===== config.mk =====
export PLATFORM = sky130hd
export DESIGN_NAME = edc_encoder
export DESIGN_NICKNAME = d
export VERILOG_FILES = /design/src/rtl/edc_pkg.sv /design/src/rtl/edc_ecc_gen.sv /design/src/rtl/edc_encoder.sv
export SDC_FILE = /design/constraint.sdc
export NUM_CORES = 1
export LEC_CHECK = 0
export BUFFER_PORTS_ARGS = -buffer_cell sky130_fd_sc_hd__buf_2
export CORE_ASPECT_RATIO = 0.7
export CORE_MARGIN = 5
export CORE_UTILIZATION = 45
export CTS_BUF_LIST = sky130_fd_sc_hd__clkbuf_16
export CTS_CLUSTER_DIAMETER = 30
export DETAILED_ROUTE_END_ITERATION = 16
export PLACE_DENSITY = 0.78
export SLEW_MARGIN = 20
export SYNTH_ARGS = -nofsm -noshare
export SYNTH_HDL_FRONTEND = slang
export SYNTH_SLANG_ARGS = --single-unit
export TNS_END_PERCENT = 100

===== constraint.sdc =====
create_clock -name i_clk -period 5.4 [get_ports i_clk]
set_input_delay 0.27 -clock i_clk [delete_from_list [all_inputs] [get_ports i_clk]]
set_output_delay 0.27 -clock i_clk [all_outputs]
set_load 0.01 [all_outputs]

===== src/rtl/edc_pkg.sv =====
// -----------------------------------------------------------------------------
// edc_pkg
// Shared definitions for the write-side EDC encoder: data/ECC widths, the
// 32-entry H-matrix column table, the encoder FSM state enum and the ECC
// helper functions (check-bit generation, syndrome-to-bit decode).
// Optional feature macro used by the consumers of this package:
//   EDC_RMW_CORRECT_EN - single-bit correction of RMW read data.
// -----------------------------------------------------------------------------
package edc_pkg;

    localparam int DATA_W = 32;
    localparam int ECC_W  = 8;
    localparam int CODE_W = DATA_W + ECC_W;

    // H-matrix column for each data bit; index = data bit number.
    // Every column has weight 3, so any double-bit error yields an even-weight
    // syndrome that can never alias onto a single data-bit column.
    localparam logic [ECC_W-1:0] H_COL [DATA_W] = '{
        8'hA8, 8'h68, 8'hA4, 8'h64, 8'hA2, 8'h62, 8'hA1, 8'h61,
        8'h98, 8'h58, 8'h94, 8'h54, 8'h92, 8'h52, 8'h91, 8'h51,
        8'h8A, 8'h89, 8'h4A, 8'h49, 8'h2A, 8'h29, 8'h1A, 8'h19,
        8'h86, 8'h85, 8'h46, 8'h45, 8'h26, 8'h25, 8'h16, 8'h15
    };

    typedef enum logic [1:0] {
        IDLE    = 2'd0,
        WRITE   = 2'd1,
        RD_REQ  = 2'd2,
        RD_WAIT = 2'd3
    } state_e;

    // Check bit k is the XOR of every data bit whose column has bit k set.
    function automatic logic [ECC_W-1:0] calc_ecc(input logic [DATA_W-1:0] data);
        logic [ECC_W-1:0] ecc;
        ecc = {ECC_W{1'b0}};
        for (int k = 0; k < ECC_W; k++) begin
            for (int c = 0; c < DATA_W; c++) begin
                ecc[k] = ecc[k] ^ (data[c] & H_COL[c][k]);
            end
        end
        return ecc;
    endfunction

    // One-hot mask of the data bit whose column equals the syndrome; all-zero
    // when the syndrome is zero or matches no data column.
    function automatic logic [DATA_W-1:0] syndrome_mask(input logic [ECC_W-1:0] syn);
        logic [DATA_W-1:0] mask;
        mask = {DATA_W{1'b0}};
        for (int c = 0; c < DATA_W; c++) begin
            mask[c] = (syn == H_COL[c]);
        end
        return mask;
    endfunction

endpackage


===== src/rtl/edc_ecc_gen.sv =====
// -----------------------------------------------------------------------------
// edc_ecc_gen
// Purely combinational check-bit generator for one 32-bit data word.
// Ports:
//   data : input  [31:0] data word
//   ecc  : output [7:0]  check bits per the edc_pkg H-matrix
// -----------------------------------------------------------------------------
module edc_ecc_gen
    import edc_pkg::*;
(
    input  logic [DATA_W-1:0] data,
    output logic [ECC_W-1:0]  ecc
);

    assign ecc = calc_ecc(data);

endmodule


===== src/rtl/edc_encoder.sv =====
// -----------------------------------------------------------------------------
// edc_encoder
// Write-side EDC encoder. Full-word writes are encoded and issued directly;
// partial writes do a read-modify-write: read the stored codeword, merge the
// enabled byte lanes, re-encode and write back. Zero-enable requests are
// consumed without memory traffic.
// Ports:
//   i_clk, i_rst              : clock, asynchronous active-high reset
//   i_req_*, o_req_ready      : write request (valid/ready), addr, data, be
//   o_mem_wr_*, i_mem_wr_ready: codeword write {ecc[7:0], data[31:0]}
//   o_mem_rd_*, i_mem_rd_ready: RMW read request
//   i_mem_rd_data(_valid)     : returned stored codeword
//   o_busy                    : FSM not in IDLE
//   o_rmw_error               : one-cycle pulse on uncorrectable RMW read
// Configuration:
//   EDC_RMW_CORRECT_EN defined   : RMW read data syndrome-checked, single-bit
//                                  errors corrected, others dropped + flagged.
//   EDC_RMW_CORRECT_EN undefined : raw read data merged, stored ECC ignored.
// -----------------------------------------------------------------------------
module edc_encoder
    import edc_pkg::*;
#(
    parameter int ADDR_W = 32
) (
    input  logic              i_clk,
    input  logic              i_rst,
    input  logic              i_req_valid,
    output logic              o_req_ready,
    input  logic [ADDR_W-1:0] i_req_addr,
    input  logic [31:0]       i_req_data,
    input  logic [3:0]        i_req_be,
    output logic              o_mem_wr_valid,
    input  logic              i_mem_wr_ready,
    output logic [ADDR_W-1:0] o_mem_wr_addr,
    output logic [39:0]       o_mem_wr_data,
    output logic              o_mem_rd_valid,
    input  logic              i_mem_rd_ready,
    output logic [ADDR_W-1:0] o_mem_rd_addr,
    input  logic              i_mem_rd_data_valid,
    input  logic [39:0]       i_mem_rd_data,
    output logic              o_busy,
    output logic              o_rmw_error
);

    state_e              state_r;
    state_e              state_nxt_s;
    logic [ADDR_W-1:0]   addr_r;
    logic [DATA_W-1:0]   data_r;
    logic [ECC_W-1:0]    ecc_r;
    logic [3:0]          be_r;

    logic [DATA_W-1:0]   rd_src_s;     // read word after optional correction
    logic                rd_uncorr_s;  // read word cannot be repaired
    logic [DATA_W-1:0]   merged_s;
    logic [DATA_W-1:0]   enc_in_s;
    logic [ECC_W-1:0]    enc_ecc_s;

`ifdef EDC_RMW_CORRECT_EN
    logic [ECC_W-1:0]    rd_ecc_s;
    logic [ECC_W-1:0]    syn_s;
    logic [DATA_W-1:0]   flip_s;
    logic                rmw_error_r;

    edc_ecc_gen u_ecc_rd (
        .data (i_mem_rd_data[DATA_W-1:0]),
        .ecc  (rd_ecc_s)
    );

    assign syn_s       = rd_ecc_s ^ i_mem_rd_data[CODE_W-1:DATA_W];
    assign flip_s      = syndrome_mask(syn_s);
    assign rd_src_s    = i_mem_rd_data[DATA_W-1:0] ^ flip_s;
    // Nonzero syndrome that is no data column: multi-bit or check-bit error.
    assign rd_uncorr_s = (syn_s != {ECC_W{1'b0}}) && (flip_s == {DATA_W{1'b0}});

    // Error pulse: registered one cycle after the bad read data arrives.
    always_ff @(posedge i_clk or posedge i_rst) begin
        if (i_rst) begin
            rmw_error_r <= 1'b0;
        end else begin
            rmw_error_r <= (state_r == RD_WAIT) && i_mem_rd_data_valid && rd_uncorr_s;
        end
    end

    assign o_rmw_error = rmw_error_r;
`else
    logic unused_rd_ecc;

    // Stored check bits are not consulted without correction.
    assign unused_rd_ecc = ^i_mem_rd_data[CODE_W-1:DATA_W];
    assign rd_src_s      = i_mem_rd_data[DATA_W-1:0];
    assign rd_uncorr_s   = 1'b0;
    assign o_rmw_error   = 1'b0;
`endif

    // Byte-lane merge: enabled lanes from the registered request, others from memory.
    always_comb begin
        merged_s = {DATA_W{1'b0}};
        for (int n = 0; n < 4; n++) begin
            merged_s[8*n +: 8] = be_r[n] ? data_r[8*n +: 8] : rd_src_s[8*n +: 8];
        end
    end

    // One encoder serves both the incoming request and the merged RMW word.
    assign enc_in_s = (state_r == RD_WAIT) ? merged_s : i_req_data;

    edc_ecc_gen u_ecc_req (
        .data (enc_in_s),
        .ecc  (enc_ecc_s)
    );

    // State register.
    always_ff @(posedge i_clk or posedge i_rst) begin
        if (i_rst) begin
            state_r <= IDLE;
        end else begin
            state_r <= state_nxt_s;
        end
    end

    // Next-state logic.
    always_comb begin
        state_nxt_s = state_r;
        case (state_r)
            IDLE: begin
                if (!i_req_valid) begin
                    state_nxt_s = IDLE;
                end else if (i_req_be == 4'hF) begin
                    state_nxt_s = WRITE;
                end else if (i_req_be == 4'h0) begin
                    state_nxt_s = IDLE;
                end else begin
                    state_nxt_s = RD_REQ;
                end
            end
            RD_REQ: begin
                if (i_mem_rd_ready) begin
                    state_nxt_s = RD_WAIT;
                end else begin
                    state_nxt_s = RD_REQ;
                end
            end
            RD_WAIT: begin
                if (!i_mem_rd_data_valid) begin
                    state_nxt_s = RD_WAIT;
                end else if (rd_uncorr_s) begin
                    state_nxt_s = IDLE;
                end else begin
                    state_nxt_s = WRITE;
                end
            end
            WRITE: begin
                if (i_mem_wr_ready) begin
                    state_nxt_s = IDLE;
                end else begin
                    state_nxt_s = WRITE;
                end
            end
            default: begin
                state_nxt_s = IDLE;
            end
        endcase
    end

    // Request/codeword registers: captured on accept, rewritten after merge.
    always_ff @(posedge i_clk or posedge i_rst) begin
        if (i_rst) begin
            addr_r <= {ADDR_W{1'b0}};
            data_r <= {DATA_W{1'b0}};
            ecc_r  <= {ECC_W{1'b0}};
            be_r   <= 4'h0;
        end else begin
            case (state_r)
                IDLE: begin
                    if (i_req_valid && (i_req_be != 4'h0)) begin
                        addr_r <= i_req_addr;
                        data_r <= i_req_data;
                        ecc_r  <= enc_ecc_s;
                        be_r   <= i_req_be;
                    end
                end
                RD_WAIT: begin
                    if (i_mem_rd_data_valid && !rd_uncorr_s) begin
                        data_r <= merged_s;
                        ecc_r  <= enc_ecc_s;
                    end
                end
                default: begin
                end
            endcase
        end
    end

    // Output decode from the registered state; the two valids are exclusive by construction.
    always_comb begin
        o_req_ready    = 1'b0;
        o_busy         = 1'b1;
        o_mem_wr_valid = 1'b0;
        o_mem_rd_valid = 1'b0;
        case (state_r)
            IDLE: begin
                o_req_ready = 1'b1;
                o_busy      = 1'b0;
            end
            WRITE: begin
                o_mem_wr_valid = 1'b1;
            end
            RD_REQ: begin
                o_mem_rd_valid = 1'b1;
            end
            RD_WAIT: begin
                o_busy = 1'b1;
            end
            default: begin
                o_busy = 1'b1;
            end
        endcase
    end

    assign o_mem_wr_addr = addr_r;
    assign o_mem_rd_addr = addr_r;
    assign o_mem_wr_data = {ecc_r, data_r};

endmodule


Word level (Yosys, flattened, before mapping)
Index checks and enable logic that the tools add are counted.
{"block": "op_classes", "add_sub_neg": 0, "n_mul": 0, "div_mod_pow": 0, "n_lt_le_gt_ge": 0, "n_eq_ne": 6, "shifts": 0, "n_mux": 22, "n_bitwise": 87, "n_reduce_logical": 7}
{"cell": "$mux W32", "n": 3}
{"cell": "$xor A1 B1 Y1", "n": 87}
{"cell": "$pmux W32 S2", "n": 1}
{"cell": "$mux W8", "n": 6}
{"cell": "$pmux W8 S2", "n": 1}
{"cell": "$mux W2", "n": 4}
{"cell": "$pmux W2 S4", "n": 1}
{"cell": "$mux W1", "n": 6}
{"cell": "$eq A2 B2 Y1 const B", "n": 2}
{"cell": "$eq A4 B4 Y1 const B", "n": 1}
{"cell": "$logic_not A4 Y1", "n": 1}
{"cell": "$ne A2 B2 Y1 const B", "n": 2}
{"cell": "$reduce_bool A4 Y1", "n": 1}
{"cell": "$reduce_and A3 Y1", "n": 1}
{"cell": "$eq A2 B1 Y1 const B", "n": 1}
{"cell": "$logic_not A2 Y1", "n": 1}
{"cell": "$reduce_and A2 Y1", "n": 1}
{"cell": "$reduce_bool A2 Y1", "n": 1}
{"cell": "$logic_and A1 B1 Y1", "n": 1}
{"block": "totals", "reg_bits": 78, "latchBits": 0, "ramBits": 0, "mem_bits_ro": 0, "inputBits": 114, "output_inout_bits": 109, "word_cells": 127, "n_memories": 0}

Logic depth before layout (Yosys ltp)
Gate-level depths: netlist of the first run.
{"block": "depth", "depth_word": 15, "depth_mapped": 9, "depth_no_buf": 6}

Hierarchy
Synthesis of the first run repeated with hierarchy kept, for this count alone.
{"block": "hier_totals", "hier_cells": 383, "area_unflattened_um2": 4687.0}
{"mod": "edc_encoder", "instances": 1, "cells_per_inst": 327, "area_each_um2": 3995.1, "seq_area_each_um2": 1951.9}
{"mod": "edc_ecc_gen", "instances": 1, "cells_per_inst": 56, "area_each_um2": 691.9, "seq_area_each_um2": 0.0}

Worst setup path after synthesis of the first run
No wires, ideal clock.
{"block": "synth_path", "path_type": "register -> register", "startpoint": "register state_r[1]", "endpoint": "register ecc_r[3]", "setup_time_ns": 0.125, "arrival_ns": 2.043, "t_required_ns": 5.275, "setup_slack_ns": 3.231, "stages_incl_launch_ff": 9, "path_buffers": 2, "synth_period_minus_slack_ns": 2.169, "cell_sequence": "dfrtp_1 > buf_4 > nand2_4 > buf_6 > mux2i_1 > xnor2_1 > xnor2_1 > xnor3_1 > mux2_4"}
{"block": "synth_between", "elab_chain_len": 15, "word_cells_on_any_way": 21, "classes_between": "3 x eq/ne; 4 x mux; 11 x bitwise; 3 x reduce/logical"}
{"element": "from (decl)", "line": "edc_encoder.sv:45", "source": "state_e state_r;"}
{"element": "from (signal assigned)", "line": "edc_encoder.sv:116", "source": "state_r <= state_nxt_s;"}
{"element": "$eq A2 B2 Y1", "line": "edc_encoder.sv:104, edc_encoder.sv:172"}
{"element": "$mux W32", "line": "edc_encoder.sv:104", "source": "assign enc_in_s = (state_r == RD_WAIT) ? merged_s : i_req_data;"}
{"element": "$xor A1 B1 Y1 (11 in a row)", "line": "edc_pkg.sv:38", "source": "ecc[k] = ecc[k] ^ (data[c] & H_COL[c][k]);"}
{"element": "$mux W8, on equally long branches", "line": "edc_encoder.sv:182, edc_encoder.sv:174"}
{"element": "$pmux W8 S2", "line": "edc_encoder.sv:172", "source": "case (state_r)"}
{"element": "to (signal assigned)", "line": "edc_encoder.sv:169", "source": "ecc_r <= {ECC_W{1'b0}};"}
{"element": "to (signal assigned)", "line": "edc_encoder.sv:177", "source": "ecc_r <= enc_ecc_s;"}
{"element": "to (signal assigned)", "line": "edc_encoder.sv:184", "source": "ecc_r <= enc_ecc_s;"}
{"element": "to (decl)", "line": "edc_encoder.sv:49", "source": "logic [ECC_W-1:0] ecc_r;"}
Parallel ways exist; a longest one is shown, timed or not. The select of a mux whose other input is x is not followed.
A chain may end at the register's enable or synchronous reset.

Worst setup path in the final report of the first run
{"block": "layout_path", "startpoint": "register state_r[0]", "endpoint": "register ecc_r[2]"}
The elaborated chain is that of the path after synthesis.

==> flow_metrics.py, run 1 <==
metrics = {
    "logic_synthesis": {
        "ys_top_cells_by_area": "dfrtp_1 (43%), mux2_2 (15%), xnor2_1 (6.7%)",
        "synth_ff_type": "dfrtp_1",
        "synth_cell_types": 31,
        "syn_inst": 388,
        "synthArstFlopShare_pct": 100.0,
        "synth_edf_count": 0,
        "syn-num-nets": 502,
        "synth.top_cell.area_share_pct": 42.72,
        "yosys_warnings": 0,
        "ys_seq_area_share_pct": 42.72,
        "ys_ff_latch": 78,
        "syn_area_um2": 4569,
        "synth_largest_area_cell": "dfrtp_1",
        "ys_top_cells_by_count": "dfrtp_1 (78), mux2_2 (60), buf_4 (36)",
        "syn-mean-instance-area_um2": 11.78,
        "synth_most_common_cell": "dfrtp_1",
    },
    "clock_network": {
        "cts_buffer_depth": 2,
        "cts_tree": "done",
        "cts_resized": 0,
        "cts-root-buf": "clkbuf_16",
        "cts-buffers-inserted": 9,
        "clk_latency_ps": 330,
        "path_clk_slew_ps": 60,
        "cts_hold_buf": 0,
        "cts_sinks": 78,
        "cts_setup_buffers": 0,
        "cts-htree-levels": 3,
    },
    "routing": {
        "drc_errors": 0,
        "firstDrtPassIters": 4,
        "wl_per_cell_um": 16.35,
        "drt_wl_total_um": 11330,
        "drt_iter0_markers": 97,
        "vias": 3393,
        "viasPerCell": 4.896,
        "drtAntennaViolNets": 0,
    },
    "pwr": {
        "seqPwrFrac_pct": 27.8,
        "p_leak_nw": 2.987,
        "p_sw_share_pct": 39.26,
        "intPower_mw": 2.533,
        "clockPowerShare_pct": 12.6,
        "ir_drop_mv": 0.2873,
        "pwr-share-comb_pct": 59.6,
        "power_density_nw_per_um2": 725.7,
        "power.switching_mw": 1.637,
    },
    "worst_hold_path": {
        "hold_path_class": "primary input to asynchronous set/reset pin",
    },
    "floorplan": {
        "fp.coreArea_um2": 9797,
        "start_util_pct": 46.64,
        "pin_count": 223,
        "rows": 30,
        "die_y_um": 94.31,
        "die_w_um": 130.4,
        "dieArea_um2": 12300,
    },
    "place": {
        "placed_cell_area_um2": 5460,
        "dp_hpwl_um": 8738,
        "portBuffers": 213,
        "gp_congestion": 0.8323,
    },
    "finish": {
        "fin_area_um2": 5747,
        "nFillCells": 831,
        "num_antenna_cells": 0,
        "nNetsFinal": 675,
        "fin_util_pct": 58.66,
        "area_growth_pct": 25.77,
        "drive_above_1_share_pct": 53.98,
    },
    "timing": {
        "holdWs_ps": 101.3,
        "drv_slew": 0,
        "min_period_ps": 2875,
        "relSlewSlack_pct": 50.53,
        "tightestPinTransition_ps": 742.1,
        "setup_viol": 0,
        "tns_ps": 0,
        "fin_crit_sh_pct": 53.24,
        "finalClockSkew_ps": 6.503,
        "rsz0062_at_grt": "false",
        "finalHoldViolCount": 0,
        "max_freq_mhz": 347.8,
    },
    "critical_path": {
        "start_kind": "register",
        "max_stage_delay_ps": 510,
        "cp_slowest_cell": "nand2_4",
        "required_ps": 5610,
        "worstPathArrival_ps": 3080,
        "worstSetupEndpointType": "register",
        "crit_top_cell": "xnor2_1",
        "path_class": "register to register",
        "cp_max_fo": 32,
        "cp_num_buf_inv": 0,
        "crit_chain": "nand2_4 -> mux2i_2 -> xnor2_1 -> xnor2_1 -> xnor3_1 -> mux2_2",
        "crit_family": "XOR/XNOR gates",
    },
    "global_route": {
        "gr-total-overflow": 0,
        "grt_pass1_wl_um": 17890,
        "grt_pass1_vias": 3481,
        "grt_max_degree": 79,
        "antenna_found_initial": 0,
        "grt.total_usage_pct": 18.54,
    },
    "job": {
        "max_cap_viol_count": 0,
    },
    "outcome": {
        "outcome": "finished clean",
    },
}
==> layer usage <==
| layer | GRT usage [%] | routed length, um |
|---|---|---|
| met1 | 24.95 | 4794 |
| met2 | 30.89 | 5632 |
| met3 | 3.580 | 761 |
| met4 | 4.880 | 140 |
| met5 | 0 | 0 |
==> cells by family after synthesis <==
kind of cell              count (synthesis)  share of synthesized area (%)
muxes                                   100                          24.59
xor gates and xnor gates                 54                          14.13
DFF                                      78                          42.72
and+or+nand+nor                          52                          4.874
buffers and inverters                    59                          8.598
other                                     1                        0.08207
AOI/OAI and AO/OA                        44                          5.011
==> state kept, by name (all words and copies together), names as in the netlist <==
register,flops
data_r,32
be_r,4
state_r,2
o_mem_rd_addr,32
ecc_r,8
==> layout make-up <==
class                           count  area [um^2]  area share (%)
Clock inverter                      6        30.03          0.5225
Tap cell                          128        160.2           2.787
Sequential cell                    78         1952           33.96
Clock buffer                        9        225.2           3.919
Multi-Input combinational cell    251         2247           39.10
Inverter                            5        20.02          0.3484
Timing Repair Buffer              216         1112           19.36
==> final timing paths <==
path	start	slack, ps	depth (start not counted)	end
worst max-delay path	state_r[0]	2530	6	ecc_r[2]
worst min-delay path	i_rst	100	3	o_mem_rd_addr[30]
worst max register to register	state_r[0]	2530	6	ecc_r[2]
worst min register to register	ecc_r[0]	490	2	ecc_r[0]
max in group asynchronous	i_rst	4750	3	o_mem_rd_addr[22]
min in group i_clk	i_mem_rd_ready	160	3	state_r[0]
==> stage by stage <==
stage	total power, mW	instances	worst slack (ps)
global placement	3.555	677	2653
floorplan	3.088	388	3135
global route	4.466	693	2425
finish	4.170	693	2525
detailed placement	3.663	677	2577
CTS	4.213	692	2548
==> cells in the final DEF (no fill, tap or decap), drive strengths merged <==
master    count
xnor3        12
clkinvlp      1
clkbuf        9
buf         216
xor2          6
a31o          1
conb          1
a22o          1
xnor2        36
inv           4
nand4         1
a31oi         1
nor2b         3
o21ai        35
nor2          7
a21oi         6
mux2         68
mux2i        32
dfrtp        78
nor3          1
clkinv        6
nand2        36
nor3b         1
nand3         2
nor4          1
==> power groups by stage <==
| stage | Combinational (mW) | Clock (mW) | Sequential (mW) |
|---|---|---|---|
| after floorplan | 1.89 | 0 | 1.19 |
| after global placement | 2.41 | 0 | 1.15 |
| after detailed placement | 2.50 | 0 | 1.17 |
| after CTS | 2.51 | 0.544 | 1.16 |
| after global routing | 2.68 | 0.565 | 1.22 |
| final | 2.49 | 0.527 | 1.16 |
==> worst register-to-register path, stage by stage, from the launching register on <==
cell and delay [ps]:
dfrtp_1 500, nand2_4 510, mux2i_2 420, xnor2_1 140, xnor2_1 420, xnor3_1 500, mux2_2 280
Power figures use the tool's default switching activity.
==> run 2: changes to the inputs <==
- CORE_UTILIZATION: 45 -> 42
- PLACE_DENSITY: 0.78 -> 0.77
- clock period: 5.4 -> 2.4 ns (I/O delays scaled with it)
==> run 2 against run 1 <==
Against the previous run:
- first-iteration DRC count increased by 71%
- highest routed layer unchanged
- via count increased by 5.8%
- largest cell class unchanged
- power up 150%
- clock-buffer cell count did not move
- final cell count rose by 6.2%
- sequential share of layout area shrank 2.3 points
- setup slack worse by 2400 ps
- flip-flop and latch count did not move
- final area grew 7.3%
- clock skew hardly changed
==> flow_metrics.py, run 2 (same netlist as run 1, synthesis figures left out) <==
metrics = {
    "timing": {
        "min_period_ps": 2295,
        "fin_crit_sh_pct": 95.62,
        "setup_viol": 0,
        "max_freq_mhz": 435.8,
        "finalHoldViolCount": 0,
        "relSlewSlack_pct": 26.71,
        "rsz0062_at_grt": "true",
        "drv_slew": 0,
        "worst_slack_ps": 105.1,
        "tns_ps": 0,
        "tightestPinTransition_ps": 1096,
        "finalClockSkew_ps": 6.436,
    },
    "outcome": {
        "outcome": "finished clean",
    },
    "critical_path": {
        "required_ps": 2610,
        "ff2ff_path_depth": 7,
        "crit_top_cell": "xnor2_1",
        "crit_chain": "nand2_4 -> buf_12 -> mux2i_1 -> xnor2_1 -> xnor2_1 -> xnor3_1 -> mux2_4",
        "path_class": "register to register",
        "crit_start": "state_r[1]",
        "rrSetupSlack_ps": 110,
        "endpoint": "ecc_r[3]",
        "worstPathArrival_ps": 2510,
        "cp_slowest_cell": "xnor3_1",
        "max_stage_delay_ps": 450,
        "start_kind": "register",
        "cp_max_fo": 9,
        "reg2reg_to": "ecc_r[3]",
        "worstSetupEndpointType": "register",
        "r2r_start": "state_r[1]",
    },
    "clock_network": {
        "cts_tree": "done",
        "cts_buffer_depth": 2,
        "clk_latency_ps": 320,
        "path_clk_slew_ps": 60,
        "cts_sinks": 78,
        "cts-buffers-inserted": 9,
        "cts-htree-levels": 3,
        "cts-root-buf": "clkbuf_16",
    },
    "place": {
        "dp_slack_ps": 4.280,
        "portBuffers": 213,
        "dp_hpwl_um": 10310,
        "placed_cell_area_um2": 5743,
        "gp_congestion": 0.8396,
    },
    "job": {
        "max_cap_viol_count": 0,
    },
    "global_route": {
        "antenna_found_initial": 0,
        "grt_pass1_wl_um": 20260,
        "grt_pass1_vias": 3762,
        "gr-total-overflow": 0,
        "grt.total_usage_pct": 19.57,
        "grt_max_degree": 45,
    },
    "routing": {
        "wl_per_cell_um": 18.16,
        "viasPerCell": 4.876,
        "drt_iter0_markers": 166,
        "drtAntennaViolNets": 0,
        "drt_wl_total_um": 13370,
        "drc_errors": 0,
        "vias": 3589,
        "firstDrtPassIters": 4,
    },
    "floorplan": {
        "die_w_um": 134.7,
        "rows": 31,
        "pin_count": 223,
        "fp.coreArea_um2": 10470,
        "dieArea_um2": 13100,
        "die_y_um": 97.27,
        "start_util_pct": 43.63,
    },
    "finish": {
        "area_growth_pct": 34.99,
        "fin_area_um2": 6168,
        "final_cell_mix": "buf_2 (213), dfrtp_1 (75), mux2_2 (60)",
        "nNetsFinal": 713,
        "num_antenna_cells": 0,
        "final_common_cell": "buf_2",
        "drive_above_1_share_pct": 58.77,
    },
    "pwr": {
        "ir_drop_mv": 0.7059,
        "p_leak_nw": 3.183,
        "power_density_nw_per_um2": 1678,
        "finalPower_mw": 10.35,
    },
    "worst_hold_path": {
        "hold_path_class": "primary input to register",
    },
}
==> run 2: cell types whose count changed in the layout (fill, tap and decap cells not counted), moves of 3 or more <==
cell	previous run	this run
buf_12	0	3
mux2i_2	5	8
buf_4	1	36
dfrtp_2	0	3
mux2i_1	27	22
dfrtp_1	78	75
==> run 2: per-stage QoR <==
step                hold WS, ps  cells  utilization [%]
detailed placement        287.3    713            54.84
floorplan                 244.2    388                -
finish                    23.61    736            58.90
global placement          266.3    713            54.84
CTS                       13.50    730            57.97
global route              6.196    736            58.90
==> run 2: worst min-delay path by stage <==
stage,from,end,cells after the start
6_report,i_req_addr[3],o_mem_rd_addr[3],2
3_3_place_gp,i_rst,o_mem_rd_addr[30],2
4_1_cts,i_req_addr[30],o_mem_rd_addr[30],2
5_1_grt,i_req_addr[1],o_mem_rd_addr[1],2
3_5_place_dp,i_rst,o_mem_rd_addr[30],2
2_1_floorplan,i_mem_rd_ready,state_r[0],2
==> run 2: cell type report <==
type | count | area (um^2)
Fill cell | 907 | 4304
Multi-Input combinational cell | 252 | 2306
Sequential cell | 78 | 1956
Timing Repair Buffer | 253 | 1406
Clock buffer | 9 | 225.2
Tap cell | 132 | 165.2
Clock inverter | 7 | 90.09
Inverter | 5 | 20.02
==> run 2: metal layers <==
metal	routed length [um]	global-route usage [%]
met1	5646	25.54
met2	6748	32.81
met3	871	5.487
met4	101	3.599
met5	0	0
==> run 2: worst max-delay path, delay by kind of cell (launching register included) <==
| family | cells | cell delay, ps |
|---|---|---|
| buf+inv | 1 | 170 |
| flops | 1 | 410 |
| mux | 2 | 580 |
| xor+xnor | 3 | 840 |
| simple gates | 1 | 180 |
==> run 2: what timing repair did <==
item,CTS,global route
buffers inserted,0,5
gates resized for setup,2,11
pin swaps,0,2
endpoints found under the setup margin,3,20
gates cloned,0,1
hold buffers,1,0
endpoints found under the hold margin,43,0
==> run 2: power by group <==
part           switching (mW)  leakage, nW  internal (mW)
sequential              0.548        0.935           2.00
combinational            2.94         2.09           3.43
clock                   0.536        0.157          0.905
total                    4.02         3.18           6.33
